$ cat src/rtl/led_pkg.sv
// Shared types and constants for the LED bank arbiter.
package led_pkg;

  localparam int LED_W = 8;

  typedef enum logic {
    IDLE  = 1'b0,
    OWNED = 1'b1
  } led_state_t;

  // Timer must count 0..max_hold-1; keep at least one bit for degenerate cases.
  function automatic int timer_width(input int max_hold);
    return (max_hold > 1) ? $clog2(max_hold) : 1;
  endfunction

endpackage

$ cat src/rtl/led_arbiter_rr_picker.sv
// Round-robin picker: first set bit of (req & ~excl) at or after ptr, wrapping.
module rr_picker #(
  parameter int N  = 4,
  parameter int PW = (N > 1) ? $clog2(N) : 1
) (
  input  logic [N-1:0]  req,
  input  logic [PW-1:0] ptr,
  input  logic [N-1:0]  excl,
  output logic [N-1:0]  win,
  output logic          valid
);

  logic [N-1:0] masked;

  assign masked = req & ~excl;

  always_comb begin
    int idx;
    win = '0;
    idx = 0;
    for (int i = 0; i < N; i++) begin
      idx = int'(ptr) + i;
      if (idx >= N) idx = idx - N;
      if (win == '0 && masked[idx[PW-1:0]]) win[idx[PW-1:0]] = 1'b1;
    end
  end

  assign valid = |win;

endmodule

$ cat src/rtl/led_arbiter.sv
// Round-robin owner of the 8-bit LED bank with minimum dwell and maximum hold.
//   state | meaning
//   IDLE  | nobody owns the bank, leds = IDLE_PATTERN
//   OWNED | grant one-hot, leds track the owner's pattern while it requests
module led_arbiter
  import led_pkg::*;
#(
  parameter int           N_REQ        = 4,
  parameter int           DWELL        = 1000,
  parameter int           MAX_HOLD     = 50000,
  parameter logic [7:0]   IDLE_PATTERN = 8'h00
) (
  input  logic                   clk,
  input  logic                   rst_n,
  input  logic [N_REQ-1:0]       req,
  input  logic [LED_W*N_REQ-1:0] pattern,
  output logic [N_REQ-1:0]       grant,
  output logic [LED_W-1:0]       leds,
  output logic                   busy
);

  localparam int          PW       = (N_REQ > 1) ? $clog2(N_REQ) : 1;
  localparam int          TW       = timer_width(MAX_HOLD);
  localparam logic [31:0] DWELL_M1 = 32'(DWELL - 1);
  localparam logic [31:0] HOLD_M1  = 32'(MAX_HOLD - 1);

  led_state_t         state_q, state_d;
  logic [N_REQ-1:0]   grant_q, grant_d;
  logic [PW-1:0]      ptr_q, ptr_d;
  logic [TW-1:0]      timer_q, timer_d;
  logic [LED_W-1:0]   leds_q, leds_d;

  logic [PW-1:0]      owner_idx, next_idx, pick_ptr;
  logic [N_REQ-1:0]   pick_excl, pick_win;
  logic               pick_valid;
  logic [LED_W-1:0]   own_pat, pick_pat;
  logic [31:0]        timer_ext;
  logic               own_req, other_req, release_c;

  always_comb begin
    owner_idx = '0;
    for (int i = 0; i < N_REQ; i++)
      if (grant_q[i]) owner_idx = PW'(i);
  end

  assign next_idx = (owner_idx == PW'(N_REQ - 1)) ? '0 : owner_idx + PW'(1);

  // While owned, the same picker searches from owner+1 with the owner masked out.
  assign pick_ptr  = (state_q == OWNED) ? next_idx : ptr_q;
  assign pick_excl = (state_q == OWNED) ? grant_q : '0;

  rr_picker #(.N(N_REQ), .PW(PW)) u_picker (
    .req   (req),
    .ptr   (pick_ptr),
    .excl  (pick_excl),
    .win   (pick_win),
    .valid (pick_valid)
  );

  always_comb begin
    own_pat  = '0;
    pick_pat = '0;
    for (int i = 0; i < N_REQ; i++) begin
      if (grant_q[i])  own_pat  = own_pat  | pattern[LED_W*i +: LED_W];
      if (pick_win[i]) pick_pat = pick_pat | pattern[LED_W*i +: LED_W];
    end
  end

  assign timer_ext = 32'(timer_q);
  assign own_req   = |(req & grant_q);
  assign other_req = |(req & ~grant_q);
  assign release_c = (!own_req && timer_ext >= DWELL_M1) ||
                     (timer_ext == HOLD_M1 && other_req);

  always_comb begin
    state_d = state_q;
    grant_d = grant_q;
    ptr_d   = ptr_q;
    timer_d = timer_q;
    leds_d  = leds_q;
    case (state_q)
      IDLE: begin
        if (pick_valid) begin
          state_d = OWNED;
          grant_d = pick_win;
          timer_d = '0;
          leds_d  = pick_pat;
        end
      end
      OWNED: begin
        if (release_c) begin
          ptr_d   = next_idx;
          timer_d = '0;
          if (pick_valid) begin
            grant_d = pick_win;
            leds_d  = pick_pat;
          end else begin
            state_d = IDLE;
            grant_d = '0;
            leds_d  = IDLE_PATTERN;
          end
        end else begin
          if (timer_ext != HOLD_M1) timer_d = timer_q + TW'(1);
          if (own_req) leds_d = own_pat;
        end
      end
      default: begin
        state_d = IDLE;
        grant_d = '0;
        timer_d = '0;
        leds_d  = IDLE_PATTERN;
      end
    endcase
  end

  always_ff @(posedge clk or negedge rst_n) begin
    if (!rst_n) begin
      state_q <= IDLE;
      grant_q <= '0;
      ptr_q   <= '0;
      timer_q <= '0;
      leds_q  <= IDLE_PATTERN;
    end else begin
      state_q <= state_d;
      grant_q <= grant_d;
      ptr_q   <= ptr_d;
      timer_q <= timer_d;
      leds_q  <= leds_d;
    end
  end

  assign grant = grant_q;
  assign leds  = leds_q;
  assign busy  = |grant_q;

endmodule

$ cat config.mk
export PLATFORM = sky130hd
export DESIGN_NAME = led_arbiter
export DESIGN_NICKNAME = d
export VERILOG_FILES = /design/src/rtl/led_pkg.sv /design/src/rtl/led_arbiter_rr_picker.sv /design/src/rtl/led_arbiter.sv
export SDC_FILE = /design/constraint.sdc
export NUM_CORES = 1
export LEC_CHECK = 0
export CORE_MARGIN = 2
export CORE_UTILIZATION = 38
export DETAILED_ROUTE_END_ITERATION = 10
export PLACE_DENSITY = 0.76
export SLEW_MARGIN = 20
export SYNTH_ARGS = -nofsm -noshare
export SYNTH_HDL_FRONTEND = slang
export SYNTH_SLANG_ARGS = --single-unit
$ cat constraint.sdc
create_clock -name clk -period 3.6 [get_ports clk]
set_input_delay 0.36 -clock clk [delete_from_list [all_inputs] [get_ports clk]]
set_output_delay 0.36 -clock clk [all_outputs]
set_load 0.05 [all_outputs]
==> results of run 1 <==
registers in the layout, indices dropped and copies added, names as in the netlist:
register / flops
grant: 4
state_q: 1
timer_q: 16
leds: 8
ptr_q: 2
per-layer routing:
metal	vias up	GRT usage, %	wire, um
met5	-	0	0
met4	0	6.20	137
met3	19	4.05	639
met2	148	40.4	4630
met1	1523	31.2	4010
li1	1429	-	-
cell type report:
type                            instances  area share, %
Tap cell                               96           2.89
Sequential cell                        31           18.8
Inverter                               14           1.33
Timing Repair Buffer                  112           24.3
Clock inverter                          3           1.06
Multi-Input combinational cell        243           50.0
Clock buffer                            5           1.66
repair_timing:
action                                  4_1_cts  5_1_grt
cloned                                        0        0
pin swaps                                    10       10
endpoints found under the setup margin       26       28
setup buffers                                 9        6
endpoints found under the hold margin         0        0
resized for setup                            23       21
hold buffers                                  0        0
placed cells by master, fill, tap and decap left out, types with 6 or more instances in the layout:
master / count
sky130_fd_sc_hd__mux2i_1: 11
sky130_fd_sc_hd__clkdlybuf4s50_1: 49
sky130_fd_sc_hd__nand2_1: 12
sky130_fd_sc_hd__o31ai_1: 7
sky130_fd_sc_hd__a21boi_0: 6
sky130_fd_sc_hd__o21ai_1: 9
sky130_fd_sc_hd__a22oi_1: 20
sky130_fd_sc_hd__inv_1: 12
sky130_fd_sc_hd__buf_6: 6
sky130_fd_sc_hd__o21ai_0: 19
sky130_fd_sc_hd__and3_1: 8
sky130_fd_sc_hd__dfrtp_1: 27
sky130_fd_sc_hd__nor2_1: 13
sky130_fd_sc_hd__a222oi_1: 7
sky130_fd_sc_hd__nand3_1: 10
sky130_fd_sc_hd__a21oi_1: 12
sky130_fd_sc_hd__buf_4: 54
synthesized netlist by cell type (3+ instances only):
cell type                  number  area, um^2
sky130_fd_sc_hd__a22oi_1       20         150
sky130_fd_sc_hd__inv_1         13        48.8
sky130_fd_sc_hd__a31oi_1        6        37.5
sky130_fd_sc_hd__dfrtp_1       31         776
sky130_fd_sc_hd__clkbuf_1       8        30.0
sky130_fd_sc_hd__o211ai_1       4        30.0
sky130_fd_sc_hd__a21oi_1       13        65.1
sky130_fd_sc_hd__mux2_2         5        56.3
sky130_fd_sc_hd__o41ai_1        3        26.3
sky130_fd_sc_hd__nor2b_1        3        18.8
sky130_fd_sc_hd__nand3_1       10        50.1
sky130_fd_sc_hd__o21ai_0       29         145
sky130_fd_sc_hd__a32o_1         4        40.0
sky130_fd_sc_hd__nand2_1       12        45.0
sky130_fd_sc_hd__or3_1          3        18.8
sky130_fd_sc_hd__and2_1         3        18.8
sky130_fd_sc_hd__a32oi_1        5        43.8
sky130_fd_sc_hd__and3_1         9        56.3
sky130_fd_sc_hd__ha_1           8         100
sky130_fd_sc_hd__nand4_1        3        18.8
sky130_fd_sc_hd__a222oi_1       7        70.1
sky130_fd_sc_hd__o31ai_1        8        60.1
sky130_fd_sc_hd__mux2i_1       14         140
sky130_fd_sc_hd__a21boi_0      10        75.1
sky130_fd_sc_hd__nand2b_1       3        18.8
sky130_fd_sc_hd__nor2_1        15        56.3
sky130_fd_sc_hd__o21bai_1       3        22.5
sky130_fd_sc_hd__nor3_1         5        25.0
cell families (layout without fill, tap and decap cells):
group	after synthesis	count (layout)	share of synthesized area, %
buf+inv	27	134	4.05
fa+ha+maj	8	8	3.72
simple gates	78	78	16.2
mux	21	21	8.57
flops	31	31	28.9
compound gates	136	136	38.5
worst max path at each step:
stage	slack (ps)	depth (start not counted)	start	end
after detailed placement	-190	14	req[0]	leds[3]
after global routing	-210	14	grant[1]	leds[1]
after global placement	-150	12	req[0]	leds[7]
after CTS	0.8	15	grant[2]	timer_q[13]
final	-60	14	grant[3]	leds[1]
after floorplan	-320	14	grant[3]	leds[0]
per-stage QoR:
stage          utilization (%)  area [um^2]
2_1_floorplan                -         2810
3_3_place_gp              54.6         3730
3_5_place_dp              54.6         3730
4_1_cts                   59.0         4030
5_1_grt                   60.8         4150
6_report                  60.8         4150
critical path: stages (launching register included):
cell                      delay, ps
sky130_fd_sc_hd__dfrtp_2        450
sky130_fd_sc_hd__o21ba_4        250
sky130_fd_sc_hd__mux2i_4         90
sky130_fd_sc_hd__buf_6          140
sky130_fd_sc_hd__ha_4           160
sky130_fd_sc_hd__nor4_4         310
sky130_fd_sc_hd__nor2_1         110
sky130_fd_sc_hd__a21oi_4        270
sky130_fd_sc_hd__a32o_2         320
sky130_fd_sc_hd__o41ai_4        110
sky130_fd_sc_hd__or4b_4         620
sky130_fd_sc_hd__o31ai_4        250
sky130_fd_sc_hd__buf_12         180
sky130_fd_sc_hd__mux2i_1        190
sky130_fd_sc_hd__o21ai_1         80
==> results.ini, run 1 <==
[clock_tree]
cts.clk_slew.worst_paths_ps = 80
clk_path_buf_depth = 2
cts-buffers-inserted = 5
ctsRootBufferMaster = sky130_fd_sc_hd__clkbuf_8
htree_levels = 2
clock_tree_from_tritoncts = yes
cts_sinks = 31
clk_latency_ps = 300

[grt]
wire_length_of_the_first_global_routing_pass_um = 14500
grt_pass1_vias = 2982
grt_start_max_net_pins = 26
initial_antenna_violation_count = 0
global_route.usage.total_pct = 23.7
grt-ovfl-total = 0

[run_status]
outcome = finished with violations
violations_in_the_final_reports = negative setup slack

[timing]
worst_slew_pin_slew_ps = 594
worst_slack_ps = -58.2
final_period_minus_worst_setup_slack_ps = 3660
timing.hold.ws_ps = 39.9
final-hold-violation-count = 0
setup-tns-final_ps = -535
highest_clock_rate_mhz = 273
timing.max_slew.rel_slack_pct = 60.3
layout_worst_path_cycle_share_pct = 102
clock_skew_ps = 15.7
slew_viol_final = 0
rsz_0062_raised_after_global_routing = yes
final_number_of_setup_violating_endpoints = 16

[synthesis]
synthesis.nets = 347
synthesis.instances = 301
ys.flop_type = sky130_fd_sc_hd__dfrtp_1
synth-seq-area-share_pct = 28.9
synth_async_sr_flop_share_pct = 100
syn-mean-instance-area_um2 = 8.93
ys_warnings = 0
post_synth_num_cell_types = 63
synth-seq-cells = 31
synth_area_mm2 = 0.00269
number_of_enable_type_register_cells_in_the_synthesized_netlist = 0

[setup_path]
r2r-end = leds[1]
worstSetupPathType = reg -> reg
critical_path.reg2reg.startpoint = grant[3]
ff2ff_setup_slack_ps = -60
critPathLaunchType = flip-flop
critPathCaptureType = flip-flop
arrival_ps = 3840
cp.required_ps = 3790
worst-r2r-cell-count = 14
worst-path-max-fanout = 8

[route]
drc_errors = 0
routed_via_density = 6.19
detailedRoute.firstIterationViolations = 423
total_wirelength_um = 9420
drt_pass1_iterations = 5
detailroute.via_count = 3119
antenna_violating_nets_post_route = 0
route.detailed.wl_per_inst_um = 18.7

[place]
gp_routability_congestion = 0.902
io_buffer_count = 50
dp_hpwl_um = 6250
post-place-cells = 482
post-place-ws_ps = -195

[cells_and_area]
area_delta_synth_final_pct = 54.4
finalNonFillerCells = 504
drive_above_1_share_pct = 30.4
register_area_um2 = 781
multiInputGateArea_mm2 = 0.00207
antenna_cells = 0
fillerInstances = 568
final_net_count = 453

[hold_path]
worst_hold_path_type = in -> async

[run]
max_cap_viol_count = 0

[floorplan]
std_cell_rows = 30
design.die.area_mm2 = 0.00776
core_region_area_mm2 = 0.00683
chipHeight_um = 88.1
io-pin-count = 51
floorplan.initialDensity_pct = 39.3
dieWidth_um = 88.1

Power of run 1 is left out: the tool's default activity adds up to more than one toggle a clock period on the data nets, which glitch-free logic cannot reach.
==> run 2: changes to the inputs <==
Settings changed: MAX_ROUTING_LAYER set to met4.
==> results.ini, run 2 (synthesized netlist as in run 1, its figures left out) <==
[cells_and_area]
area_delta_synth_final_pct = 54.4
postLayoutCoreUtil_pct = 60.8
final_design_area_no_fill_mm2 = 0.00415
drive_above_1_share_pct = 30.4
layout.cells.most_common = sky130_fd_sc_hd__buf_4
final_net_count = 453
largest_register_ffs = 16
largest_register = timer_q
layout_common_cells = 54 x sky130_fd_sc_hd__buf_4, 49 x sky130_fd_sc_hd__clkdlybuf4s50_1, 27 x sky130_fd_sc_hd__dfrtp_1, 20 x sky130_fd_sc_hd__a22oi_1, 19 x sky130_fd_sc_hd__o21ai_0
antenna_cells = 0

[timing]
slew_viol_final = 0
layout_worst_path_cycle_share_pct = 101
timing.max_slew.rel_slack_pct = 61.2
final-hold-violation-count = 0
highest_clock_rate_mhz = 274
worst_slack_ps = -50.9
final_number_of_setup_violating_endpoints = 14
worst_slew_pin_slew_ps = 580
clock_skew_ps = 12.0
final_period_minus_worst_setup_slack_ps = 3650
rsz_0062_raised_after_global_routing = yes

[route]
antenna_violating_nets_post_route = 0
routed_via_density = 6.23
route.met3.wl_um = 630
drc_errors = 0
highest_layer = met4
route.detailed.wl_per_inst_um = 18.6
detailroute.via_count = 3139
met2_wirelength_um = 4610
wirelength_met1_um = 4000
detailedRoute.firstIterationViolations = 305
drt_pass1_iterations = 5
total_wirelength_um = 9380

[clock_tree]
ctsRootBufferMaster = sky130_fd_sc_hd__clkbuf_8
cts_sinks = 31
cts-buffers-inserted = 5
htree_levels = 2
clk_latency_ps = 300
cts.clk_slew.worst_paths_ps = 80
cts_hold_buffers = 0
clk_path_buf_depth = 2
clock_tree_from_tritoncts = yes

[grt]
initial_antenna_violation_count = 0
grt_pass1_vias = 2988
grt_start_max_net_pins = 26
global_route.usage.total_pct = 24.4
wire_length_of_the_first_global_routing_pass_um = 14500
grt-ovfl-total = 0

[floorplan]
design.die.area_mm2 = 0.00776
floorplan.initialDensity_pct = 39.3
io-pin-count = 51
dieWidth_um = 88.1
core_region_area_mm2 = 0.00683
std_cell_rows = 30
chipHeight_um = 88.1

[setup_path]
cp.required_ps = 3780
worstSetupPathType = reg -> reg
worst-path-max-fanout = 8
critPathLaunchType = flip-flop
arrival_ps = 3830
critPathCaptureType = flip-flop

[place]
gp_routability_congestion = 0.918
io_buffer_count = 50
post_dp_cell_area_mm2 = 0.00373
dp_hpwl_um = 6250

[run_status]
violations_in_the_final_reports = negative setup slack
outcome = finished with violations

[run]
max_cap_viol_count = 0

[hold_path]
worst_hold_path_type = in -> async

==> run 2: cell type report <==
type,count,area [um^2]
Clock inverter,3,43.8
Timing Repair Buffer,112,1010
Clock buffer,5,68.8
Multi-Input combinational cell,243,2070
Inverter,14,55.1
Sequential cell,31,781
Fill cell,568,2680
Tap cell,96,120
==> run 2: path summary, 6_finish.rpt <==
check	from	endpoint	slack [ps]	depth (start not counted)
hold / removal	rst_n	timer_q[0]	50	1
hold reg to reg	leds[6]	leds[6]	500	1
min in group clk	leds[6]	leds[6]	500	1
setup / recovery	grant[3]	leds[7]	-50	14
max in group asynchronous	rst_n	leds[3]	3000	2
setup reg to reg	grant[3]	leds[7]	-50	14
==> run 2: metrics by stage <==
step           TNS [ps]  hold WS (ps)  setup slack, ps  instances
2_1_floorplan     -4640          64.4             -319        301
3_3_place_gp      -2450           479             -152        482
3_5_place_dp      -2850           394             -195        482
4_1_cts               0          70.1            0.817        499
5_1_grt           -4070          92.8             -210        504
6_report           -454          46.9            -50.9        504
==> run 2: timing repair <==
item | 4_1_cts | 5_1_grt
pin swaps | 10 | 10
buffers inserted | 9 | 6
endpoints found under the setup margin | 26 | 28
resized for setup | 23 | 21
==> run 2: metal layers <==
metal | track usage, % | vias up
met5 | - | -
met4 | 6.20 | 0
met3 | 3.68 | 20
met2 | 40.4 | 160
met1 | 31.4 | 1528
li1 | - | 1431
==> run 2: worst max-delay path, cell delays in order, from the launching register on <==
cell and delay, ps:
sky130_fd_sc_hd__dfrtp_2 450, sky130_fd_sc_hd__o21ba_4 250, sky130_fd_sc_hd__mux2i_4 90, sky130_fd_sc_hd__buf_6 140, sky130_fd_sc_hd__ha_4 160, sky130_fd_sc_hd__nor4_4 320, sky130_fd_sc_hd__nor2_1 110, sky130_fd_sc_hd__a21oi_4 260
sky130_fd_sc_hd__a32o_2 320, sky130_fd_sc_hd__o41ai_4 100, sky130_fd_sc_hd__or4b_4 620, sky130_fd_sc_hd__o31ai_4 250, sky130_fd_sc_hd__buf_12 180, sky130_fd_sc_hd__mux2i_1 190, sky130_fd_sc_hd__o21ai_1 90
Power of run 2 is left out for the same reason.
==> run 3: changes to the inputs <==
Settings changed: CORE_MARGIN 2 to unset.
==> results.ini, run 3 (synthesized netlist as in run 1, its figures left out) <==
[run_status]
outcome = finished with violations
violations_in_the_final_reports = negative setup slack

[setup_path]
arrival_ps = 3870
worst-path-max-fanout = 5
cp.required_ps = 3780
critical_path.cell_chain = o21ba_4 > mux2i_4 > buf_4 > ha_4 > nor4_4 > a211oi_2 > a21oi_2 > buf_4 > a32oi_2 > o41ai_2 > or4b_4 > nor3_4 > buf_4 > nor2_2 > mux2_4
cpLargestDelayFamily = compound AO/OA/AOI/OAI gates
critical-path-slowest-cell = sky130_fd_sc_hd__or4b_4
critPathLaunchType = flip-flop
worst_path_most_repeated_cell = sky130_fd_sc_hd__buf_4
critPathCaptureType = flip-flop
crit_buf_inv = 3
critical-path-max-stage-delay_ps = 590
worstSetupPathType = reg -> reg

[grt]
grt_pass1_vias = 3017
initial_antenna_violation_count = 0
grt-ovfl-total = 0
global_route.usage.total_pct = 25.5
grt_start_max_net_pins = 32
wire_length_of_the_first_global_routing_pass_um = 14500

[floorplan]
floorplan.initialDensity_pct = 39.3
dieWidth_um = 86.1
std_cell_rows = 30
design.die.area_mm2 = 0.00741
chipHeight_um = 86.1
core_region_area_mm2 = 0.00683
io-pin-count = 51

[clock_tree]
clk_path_buf_depth = 2
cts_hold_buffers = 0
ctsRootBufferMaster = sky130_fd_sc_hd__clkbuf_8
htree_levels = 2
clk_latency_ps = 290
clock_tree_from_tritoncts = yes
cts_sinks = 31
cts.clk_slew.worst_paths_ps = 70
cts-buffers-inserted = 5

[cells_and_area]
drive_above_1_share_pct = 31.0
largest_register_ffs = 16
area_delta_synth_final_pct = 54.5
postLayoutCoreUtil_pct = 60.8
layout.cells.most_common = sky130_fd_sc_hd__buf_4
largest_register = timer_q
final_net_count = 468
antenna_cells = 0
layout_common_cells = 72 x sky130_fd_sc_hd__buf_4, 50 x sky130_fd_sc_hd__clkdlybuf4s50_1, 27 x sky130_fd_sc_hd__dfrtp_1, 20 x sky130_fd_sc_hd__a22oi_1, 20 x sky130_fd_sc_hd__o21ai_0

[timing]
final_period_minus_worst_setup_slack_ps = 3690
clock_skew_ps = 5.42
final-hold-violation-count = 0
setup-tns-final_ps = -750
timing.max_slew.rel_slack_pct = 60.4
worst_slew_pin_slew_ps = 594
highest_clock_rate_mhz = 271
worst_slack_ps = -90.1
layout_worst_path_cycle_share_pct = 103
slew_viol_final = 0
rsz_0062_raised_after_global_routing = yes
final_number_of_setup_violating_endpoints = 22

[run]
max_cap_viol_count = 0

[hold_path]
worst_hold_path_type = in -> async

[place]
dp_hpwl_um = 6280
io_buffer_count = 50
gp_routability_congestion = 0.887
post-place-ws_ps = -309

[route]
detailroute.via_count = 3108
drc_errors = 0
drt_pass1_iterations = 8
detailedRoute.firstIterationViolations = 328
total_wirelength_um = 9100
route.detailed.wl_per_inst_um = 17.5
routed_via_density = 5.99
antenna_violating_nets_post_route = 0

==> run 3: changes by cell type in the layout (fill, tap and decap cells not counted), moves of 2 or more <==
cell / previous run / this run
sky130_fd_sc_hd__mux2i_1: 11 / 13
sky130_fd_sc_hd__a21boi_0: 6 / 9
sky130_fd_sc_hd__buf_4: 54 / 72
sky130_fd_sc_hd__a21boi_1: 4 / 1
sky130_fd_sc_hd__buf_6: 6 / 4
==> run 3: what timing repair did <==
| item | in CTS | in global routing |
|---|---|---|
| endpoints found under the setup margin | 28 | 28 |
| pin swaps | 17 | 5 |
| buffers inserted | 17 | 3 |
| gates resized for setup | 17 | 10 |
| hold endpoints to repair | 0 | 0 |
==> run 3: worst paths after layout <==
path                                  from     endpoint  slack (ps)  cells after the start
worst max-delay path              grant[1]   timer_q[0]         -90                     15
worst min-delay path                 rst_n  timer_q[10]         460                      2
worst max register to register    grant[1]   timer_q[0]         -90                     15
worst min register to register  timer_q[8]   timer_q[8]         500                      1
max in group asynchronous            rst_n     grant[1]        2810                      2
min in group clk                timer_q[8]   timer_q[8]         500                      1
==> run 3: metal layers <==
layer / part of all wire, % / GRT usage, % / up-vias
li1: - / - / 1460
met3: 5.8 / 4.23 / 11
met1: 45 / 32.8 / 1508
met4: 1.0 / 8.33 / 0
met5: 0 / - / -
met2: 49 / 40.6 / 129
==> run 3: metrics by stage <==
step,hold WS (ps),cell area [um^2],cells
floorplan,64.4,2810,301
global placement,482,3790,491
detailed placement,483,3790,491
CTS,480,4100,516
global route,492,4150,519
finish,460,4150,519
==> run 3: cell type report <==
class                      count  area [um^2]
multi-input combinational    243         2000
fill                         571         2680
clock inverter                 2         12.5
timing repair buffer         127         1110
inverter                      14         55.1
clock buffer                   6         72.6
tap                           96          120
sequential                    31          781
Power of run 3 is left out for the same reason.
